File: config.mk
export PLATFORM = sky130hd
export DESIGN_NAME = framebuffer_arbiter
export DESIGN_NICKNAME = d
export VERILOG_FILES = /design/src/rtl/framebuffer_arbiter_pkg.sv /design/src/rtl/framebuffer_arbiter_disp_addr_gen.sv /design/src/rtl/framebuffer_arbiter.sv
export SDC_FILE = /design/constraint.sdc
export NUM_CORES = 1
export LEC_CHECK = 0
export BUFFER_PORTS_ARGS = -buffer_cell sky130_fd_sc_hd__buf_4
export CAP_MARGIN = 0
export CORE_ASPECT_RATIO = 0.6
export CORE_MARGIN = 2
export CORE_UTILIZATION = 45
export DETAILED_ROUTE_END_ITERATION = 6
export PLACE_DENSITY = 0.75
export RECOVER_POWER = 25
export SYNTH_ARGS = -nofsm -noshare
export SYNTH_HDL_FRONTEND = slang
export SYNTH_SLANG_ARGS = --single-unit
export TNS_END_PERCENT = 50
File: constraint.sdc
create_clock -name clk -period 4.45 [get_ports clk]
set_clock_uncertainty 0.15 [all_clocks]
set_input_delay 0.6675 -clock clk [delete_from_list [all_inputs] [get_ports clk]]
set_output_delay 0.6675 -clock clk [all_outputs]
set_load 0.01 [all_outputs]
File: src/rtl/framebuffer_arbiter_pkg.sv
// framebuffer_arbiter_pkg
// Shared constants, arbiter state encoding and the line-base helper used by
// the framebuffer arbiter and its display address generator.
// No ports; imported with framebuffer_arbiter_pkg::*.
package framebuffer_arbiter_pkg;

  localparam int H_ACTIVE       = 640;
  localparam int V_ACTIVE       = 480;
  localparam int BPP            = 4;
  localparam int PIX_PER_WORD   = 16 / BPP;
  localparam int ADDR_W         = 17;
  localparam int WORDS_PER_LINE = H_ACTIVE / PIX_PER_WORD;

  // One past the last framebuffer word; display addresses at or above this wrap to 0.
  localparam logic [ADDR_W-1:0] FB_WORDS = ADDR_W'(WORDS_PER_LINE * V_ACTIVE);

  typedef enum logic [1:0] {
    ST_INIT   = 2'd0,
    ST_FETCH0 = 2'd1,
    ST_RUN    = 2'd2
  } arbState_e;

  // Word address of the first word of a line: row*160 built from two shifts
  // so no multiplier is needed.
  function automatic logic [ADDR_W-1:0] lineBase(input logic [8:0] row);
    logic [ADDR_W-1:0] r;
    r = {{(ADDR_W-9){1'b0}}, row};
    return (r << 7) + (r << 5);
  endfunction

endpackage

File: src/rtl/framebuffer_arbiter_disp_addr_gen.sv
// fb_disp_addr_gen
// Tracks the two-clock pixel phase and computes the address of the next
// display word to prefetch from the current row/column.
// Ports:
//   clk, rst      clock and synchronous active-low reset
//   row, column   visible position from the VGA controller
//   phase         0 on the first clk of a pixel, 1 on the second
//   fetchAddr     address of the word after the current 4-pixel group,
//                 wrapping to the next line and to 0 after the last line
module fb_disp_addr_gen
  import framebuffer_arbiter_pkg::*;
(
  input  logic              clk,
  input  logic              rst,
  input  logic [8:0]        row,
  input  logic [9:0]        column,
  output logic              phase,
  output logic [ADDR_W-1:0] fetchAddr
);

  logic [9:0]        prevColumn;
  logic              phaseReg;
  logic              colChanged;
  logic [ADDR_W-1:0] sum;

  // A column change always marks the first clk of a pixel; otherwise the
  // phase simply alternates, so a held column still splits into 2-clk pixels.
  always_comb begin
    colChanged = (column != prevColumn);
    phase      = colChanged ? 1'b0 : phaseReg;
  end

  // Remember the last column and the phase to use if the column stays put.
  always_ff @(posedge clk) begin
    if (!rst) begin
      prevColumn <= '0;
      phaseReg   <= 1'b0;
    end else begin
      prevColumn <= column;
      phaseReg   <= ~phase;
    end
  end

  // Next word = line base + group + 1. The last group of a line naturally
  // lands on word 0 of the next line; only the end of the frame needs a wrap.
  always_comb begin
    sum       = lineBase(row) + {{(ADDR_W-8){1'b0}}, column[9:2]} + ADDR_W'(1);
    fetchAddr = (sum >= FB_WORDS) ? '0 : sum;
  end

endmodule

File: src/rtl/framebuffer_arbiter.sv
// framebuffer_arbiter
// Shares one single-port synchronous SRAM between display refresh (always
// wins) and a draw engine, and unpacks 4 bpp pixels for the DAC.
// Ports:
//   clk, rst                 50 MHz clock, synchronous active-low reset
//   displayActive, row,      VGA controller timing; column advances every
//   column                   2 clk
//   pixel                    registered colour index, 1 clk after column
//   drawReq/We/Addr/WrData   draw request, held until drawGnt
//   drawGnt                  transaction is on the SRAM pins this cycle
//   drawRdData, drawRdValid  read return, 1 clk after a read grant; data
//                            holds until the next draw read
//   memEn/We/Addr/WrData     SRAM command pins
//   memRdData                SRAM read data, 1 clk after a read
module framebuffer_arbiter
  import framebuffer_arbiter_pkg::*;
(
  input  logic              clk,
  input  logic              rst,
  input  logic              displayActive,
  input  logic [8:0]        row,
  input  logic [9:0]        column,
  output logic [BPP-1:0]    pixel,
  input  logic              drawReq,
  input  logic              drawWe,
  input  logic [ADDR_W-1:0] drawAddr,
  input  logic [15:0]       drawWrData,
  output logic              drawGnt,
  output logic [15:0]       drawRdData,
  output logic              drawRdValid,
  output logic              memEn,
  output logic              memWe,
  output logic [ADDR_W-1:0] memAddr,
  output logic [15:0]       memWrData,
  input  logic [15:0]       memRdData
);

  arbState_e         state;
  logic              phase;
  logic [ADDR_W-1:0] fetchAddr;
  logic              dispSlot;
  logic [15:0]       curWord;
  logic [15:0]       nextWord;
  logic [15:0]       drawRdHold;
  logic              rdPending;
  logic              rdTag;

  fb_disp_addr_gen addrGen (
    .clk       (clk),
    .rst       (rst),
    .row       (row),
    .column    (column),
    .phase     (phase),
    .fetchAddr (fetchAddr)
  );

  // SRAM ownership for this cycle. The display takes the first clk of every
  // 4-pixel group (1 in 8 clk), so a draw request waits at most one cycle.
  // Nothing is issued outside RUN except the frame-start prefetch of word 0.
  always_comb begin
    dispSlot  = (state == ST_RUN) && displayActive && (column[1:0] == 2'd0) && !phase;
    drawGnt   = (state == ST_RUN) && !dispSlot && drawReq;
    memEn     = 1'b0;
    memWe     = 1'b0;
    memAddr   = '0;
    memWrData = '0;
    if (state == ST_FETCH0) begin
      memEn = 1'b1;
    end else if (dispSlot) begin
      memEn   = 1'b1;
      memAddr = fetchAddr;
    end else if (drawGnt) begin
      memEn     = 1'b1;
      memWe     = drawWe;
      memAddr   = drawAddr;
      memWrData = drawWe ? drawWrData : '0;
    end
  end

  // Start-up sequencing plus the read tag: rdPending marks that memRdData is
  // valid next cycle and rdTag says whether it belongs to the draw engine.
  always_ff @(posedge clk) begin
    if (!rst) begin
      state     <= ST_INIT;
      rdPending <= 1'b0;
      rdTag     <= 1'b0;
    end else begin
      case (state)
        ST_INIT:   state <= ST_FETCH0;
        ST_FETCH0: state <= ST_RUN;
        default:   state <= ST_RUN;
      endcase
      rdPending <= memEn && !memWe;
      rdTag     <= drawGnt;
    end
  end

  // Draw read data passes straight through on its valid cycle and is then
  // held so the engine can pick it up later.
  always_comb begin
    drawRdValid = rdPending && rdTag;
    drawRdData  = drawRdValid ? memRdData : drawRdHold;
  end

  // Word buffers and pixel mux. curWord swaps on the last clk of a group so
  // the final pixel still reads the old word; the swap is not gated by
  // displayActive, which lets the word prefetched at end of line (or at frame
  // start) become current during blanking.
  always_ff @(posedge clk) begin
    if (!rst) begin
      curWord    <= '0;
      nextWord   <= '0;
      drawRdHold <= '0;
      pixel      <= '0;
    end else begin
      if (rdPending && !rdTag) begin
        nextWord <= memRdData;
      end
      if (drawRdValid) begin
        drawRdHold <= memRdData;
      end
      if ((column[1:0] == 2'd3) && phase) begin
        curWord <= nextWord;
      end
      pixel <= displayActive ? curWord[{column[1:0], 2'b00} +: BPP] : '0;
    end
  end

endmodule

# [Word-level counts from Yosys, hierarchy flattened]
# Cells that the tools add are included.
[word_totals] word_cells=52 latch_bits=0 memories=0 mem_bits_ro=0 regBits=67 mem_bits_rw=0 output_inout_bits=57
[op_classes] bitwise=1 n_reduce_logical=16 n_lt_le_gt_ge=1 mux=17 n_shift=1 eq_ne=4 n_div=0 addsub=3 mul=0
[op_table] op="$mux W16" count=5
[op_table] op="$mux W17" count=4
[op_table] op="$add A16 B14 Y17" count=1
[op_table] op="$add A17 B1 Y17 const B" count=1
[op_table] op="$add A17 B8 Y17" count=1
[op_table] op="$ge A17 B17 Y1 const B" count=1
[op_table] op="$shiftx A16 B5 Y4" count=1
[op_table] op="$ne A10 B10 Y1" count=1
[op_table] op="$logic_and A1 B1 Y1" count=9
[op_table] op="$mux W1" count=7
[op_table] op="$eq A2 B2 Y1 const B" count=2
[op_table] op="$logic_not A1 Y1" count=4
[op_table] op="$logic_not A2 Y1" count=2
[op_table] op="$eq A2 B1 Y1 const B" count=1
[op_table] op="$mux W2" count=1
[op_table] op="$reduce_and A2 Y1" count=1
[op_table] op="$not A1 Y1" count=1

# [Logic depth before layout (Yosys ltp)]
[logic_depth] word_depth=12 depth_mapped=12 depth_no_buf=11

# [Hierarchy]
# A second synthesis with hierarchy kept.
[hier_totals] cells_unflattened=463 hier_area_um2=4076.4
[by_module_without_submodules] module="framebuffer_arbiter" n_inst=1 cells_each=302 area_per_inst_um2=2711.4
[by_module_without_submodules] module="fb_disp_addr_gen" n_inst=1 cells_each=161 area_per_inst_um2=1365.1

# [Least setup slack after synthesis]
# No wires, ideal clock.
[synth_path] kind="input port to output port" start="in row[0]" end="out memAddr[8]" arrival_time_ns=3.365 required_ns=3.632 path_stages=11 n_path_buf=0 slack_ns=0.268 path_cell_list="inv_1 > fa_1 > inv_1 > ha_1 > and4_4 > a22o_4 > a2111oi_4 > o32ai_2 > a221oi_4 > o21ai_2 > o31ai_1"
[synth_between] elab_chain_cells=7
[synth_lines] element="start: declaration" line="framebuffer_arbiter.sv:21" rtl="input logic [8:0] row,"
[synth_lines] element="$add A16 B14 Y17 (*)" line="framebuffer_arbiter_pkg.sv:28" rtl="return (r << 7) + (r << 5);"
[synth_lines] element="$add A17 B8 Y17 (*)" line="framebuffer_arbiter_disp_addr_gen.sv:47" rtl="sum = lineBase(row) + {{(ADDR_W-8){1'b0}}, column[9:2]} + ADDR_W'(1);"
[synth_lines] element="$add A17 B1 Y17 (*)" line="framebuffer_arbiter_disp_addr_gen.sv:47"
[synth_lines] element="$ge A17 B17 Y1" line="framebuffer_arbiter_disp_addr_gen.sv:48" rtl="fetchAddr = (sum >= FB_WORDS) ? '0 : sum;"
[synth_lines] element="$mux W17 (*)" line="framebuffer_arbiter_disp_addr_gen.sv:48"
[synth_lines] element="$mux W17 (*)" line="framebuffer_arbiter.sv:69" rtl="end else if (dispSlot) begin"
[synth_lines] element="$mux W17 (*)" line="framebuffer_arbiter.sv:67" rtl="if (state == ST_FETCH0) begin"
[synth_lines] element="end: declaration" line="framebuffer_arbiter.sv:33" rtl="output logic [ADDR_W-1:0] memAddr,"
# Mark *: on every way between the ends. The rest lies on a longest branch, timed or not.

# [Final worst setup path]
[layout_path] start="in column[9]" end="out memAddr[11]"
[layout_between] elab_chain_cells=10 word_cells_on_any_way=14 classes_between="add/sub (2); order compare (1); eq/ne (1); mux (5); reduce/logical (5)"
[layout_lines] element="start: declaration" line="framebuffer_arbiter.sv:22" rtl="input logic [9:0] column,"
[layout_lines] element="branches (longest 8 deep; another with $add A17 B8 Y17)"
[layout_lines] element="$mux W17 (*)" line="framebuffer_arbiter.sv:69"
[layout_lines] element="$mux W17 (*)" line="framebuffer_arbiter.sv:67"
# Mark *: on every way between the ends.

==> metrics.csv <==
stage,metric,value,unit
status,outcome,finished with violations,
status,failed_checks,"capacitance limit, slew limit",
drt,drt_first_pass_iters,4,
worst_setup_path,crit_path_frequent_cell,buf_4,
worst_setup_path,critPathSlowestCell,fa_1,
min_path,hold_class,flop to flop,
logic_synthesis,synth_xor_area_frac,0.0397,
clocking,root_buffer,clkbuf_16,
drt,dr.first_iter.drc_count,173,
layout,nets,630,
power,p_seq_frac,0.394,
power,p_leak,2.52,nW
die,initial_utilization,0.470,
timing,drv_slew,68,
drt,viasPerCell,5.12,
timing,worst_pin_slew,2.17,ns
worst_setup_path,crit_chain,buf_8 -> inv_4 -> fa_1 -> inv_2 -> ha_4 -> and4_4 -> a22o_4 -> a2111oi_4 -> o32ai_4 -> a221oi_4 -> buf_4 -> nor2_1 -> o21ai_1 -> buf_4,
timing,worst_slack,0.0523,ns
worst_setup_path,required,3.63,ns
place,dpl_cell_area,0.00486,sq mm
logic_synthesis,synth_edf_count,0,
timing,finalCriticalPeriod,4.40,ns
power,p_comb_frac,0.227,
layout,fin_util,0.654,
timing,max_slew_margin,-0.447,
logic_synthesis,syn_nets,494,
global_route,gr-total-overflow,0,
timing,hold_viol,0,
drt,vias,3326,
logic_synthesis,synth_compound_area_frac,0.146,
run,cap_violations,1,
worst_setup_path,path_max_fanout,5,
logic_synthesis,synth_area,0.00375,sq mm
power,clkPwrFrac,0.379,
drt,drt.antenna.violating_nets,0,
clocking,cts-buffers-inserted,9,
logic_synthesis,synthDistinctLibCells,52,
logic_synthesis,yosys_most_used_dff,dfxtp_1,
layout,nFillCells,645,
die,dieArea,0.00911,sq mm
worst_setup_path,critPathKind,input port to output pin,
power,peakVddDrop,247,uV
layout,area_growth,39.0,%
place,io_buffers,129,
power,p_total,1.59,mW
clocking,htree_levels,3,
clocking,clkTransAtPathRegs,0.05,ns
worst_setup_path,cp-end-kind,output pin,
logic_synthesis,synthAdderAreaFrac,0.0720,
clocking,cts.sinks,67,
worst_setup_path,cp_slowest_stage_delay,0.55,ns
worst_setup_path,cp.arrival,3.58,ns
place,place.gp.congestion,0.927,
logic_synthesis,syn_inst,400,
worst_setup_path,crit_family,compound AO/OA/AOI/OAI gates,
layout,antennaDiodeCount,0,
timing,rsz0062_at_grt,yes,
worst_setup_path,crit_buf_inv,5,
die,core,0.00798,sq mm
power,power_density,305,mW/mm^2
clocking,clock_latency,0.32,ns
global_route,antenna_found_initial,0,
clocking,cts_hold_buffers,0,
logic_synthesis,synth_top_family_by_area,simple AND/OR/NAND/NOR gates,
layout,layout-drive-gt1-share,0.383,
drt,routed_wl,9880,um
logic_synthesis,ys_warn_count,0,
place,dp_hpwl,7550,um
logic_synthesis,ys_ff_latch,67,
power,switching_share,0.263,
logic_synthesis,muxShareOfSynthArea,0.121,
global_route,grt_max_degree,68,
power,p_sw,419,uW
worst_setup_path,crit_path_start_kind,input port,
die,chipHeight,74.7,um
drt,wl_per_cell,15.2,um
place,dpl_worst_slack,-0.0912,ns
timing,fmax,0.227,GHz
die,ios,130,
timing,setup_viol_count_final,0,
power,p_int,1.17,mW
logic_synthesis,yosysSeqAreaShare,0.357,
logic_synthesis,synthSimpleGateAreaFrac,0.226,
global_route,grt_pass1_wl,15400,um
global_route,grt_pass1_vias,3115,
logic_synthesis,async_flop_share,0,
timing,fin_crit_sh,0.988,
clocking,clockBufferDepth,2,
clocking,cts_tree,built,
drt,drc,0,
die,num_rows,25,
layout,final_area,0.00522,sq mm
global_route,grt_use_total,0.218,
die,die_w,122,um
logic_synthesis,syn_avg_cell_area,9.38,sq um
[worst paths after layout]
kind | endpoint | cells after the start | startpoint | slack [ns]
max | memAddr[11] | 14 | column[9] | 0.05
min | state[0] | 1 | state[1] | 0.32
max reg2reg | curWord[10] | 7 | addrGen.prevColumn[9] | 1.92
min reg2reg | state[0] | 1 | state[1] | 0.32
[registers in the layout, indices dropped and copies added (netlist names), 2 cells and up]
signal              count
addrGen.prevColumn     10
nextWord               16
state                   2
drawRdHold             16
curWord                16
pixel                   4
[metal layers]
metal	up-vias	track usage	routed length, um
li1	1667	-	-
met5	-	0	0
met4	0	0.0562	72
met3	6	0.0545	618
met1	1560	0.312	4930
met2	93	0.330	4260
[Yosys cell counts, types with 4 or more instances]
cell type  number  area share
and2_1         29       0.048
mux2i_1        16       0.043
a21boi_0       17       0.034
and3_1         24       0.040
nor2b_1        21       0.035
nand2_1        56       0.056
o21ai_1         4      0.0053
o21ai_2        11       0.026
dfxtp_1        67        0.36
mux2_2         18       0.054
inv_1          13       0.013
ha_1           20       0.067
mux4_2          4       0.024
buf_2           5      0.0067
clkbuf_1       15       0.015
nand3_1         6      0.0080
nor2_1          8      0.0080
xnor2_1        14       0.033
[cell usage in the layout, fill, tap and decap left out, types with 3 or more instances in the layout]
master     netlist  final
nor3b_1          3      3
mux4_2           4      4
buf_6            1      3
and2_1          29     24
nor2b_1         21     21
inv_1           13     10
and3_1          24     24
ha_1            20     18
o21ai_2         11     11
dfxtp_1         67     67
buf_4            0    137
o21ai_0          3      3
a21boi_0        17     17
mux2i_1         16     16
clkbuf_16        0      9
nand4_1          3      3
nand3_1          6      6
clkbuf_1        15      9
o21ai_1          4      3
mux2_2          18     18
xnor2_1         14     14
and2_0           0      5
clkinv_2         0      3
nand2_1         56     56
a32o_1           3      3
xor2_1           3      3
nor2_1           8      7
[what timing repair did]
action / CTS / global route
setup buffers: 2 / 2
pin swaps: 4 / 13
setup endpoints to repair: 11 / 10
gates resized for setup: 6 / 12
[logic make-up after synthesis]
kind of cell             count (synthesis)
AND/OR/NAND/NOR                        160
flip-flops                              67
AO/OA/AOI/OAI                           63
multiplexers                            38
buffers and inverters                   34
adder cells (fa/ha/maj)                 21
XOR/XNOR                                17
[area by class of cell]
class / instances / area (sq um) / share of cell area
clock buffers: 13 / 240 / 0.0460
clock inverters: 3 / 15.0 / 0.00288
inverters: 13 / 51.3 / 0.00983
multi-input cells: 299 / 2340 / 0.448
flip-flops and latches: 67 / 1340 / 0.257
well taps: 108 / 135 / 0.0259
repair buffers: 146 / 1100 / 0.210
[power groups by stage]
stage / Sequential [mW] / Clock (mW) / Combinational [mW]
floorplan: 0.637 / 0 / 0.194
global placement: 0.640 / 0 / 0.324
detailed placement: 0.640 / 0 / 0.330
CTS: 0.628 / 0.614 / 0.349
global route: 0.630 / 0.645 / 0.394
finish: 0.628 / 0.603 / 0.362
[per-stage QoR]
stage | TNS, ns | cells | hold slack (ns)
after floorplan | 0 | 400 | 0.286
after global placement | 0 | 629 | 0.299
after detailed placement | -0.711 | 629 | 0.309
after CTS | 0 | 647 | 0.316
after global routing | -0.193 | 649 | 0.353
final | 0 | 649 | 0.317
Note: power is estimated with default switching activity, not from simulation.
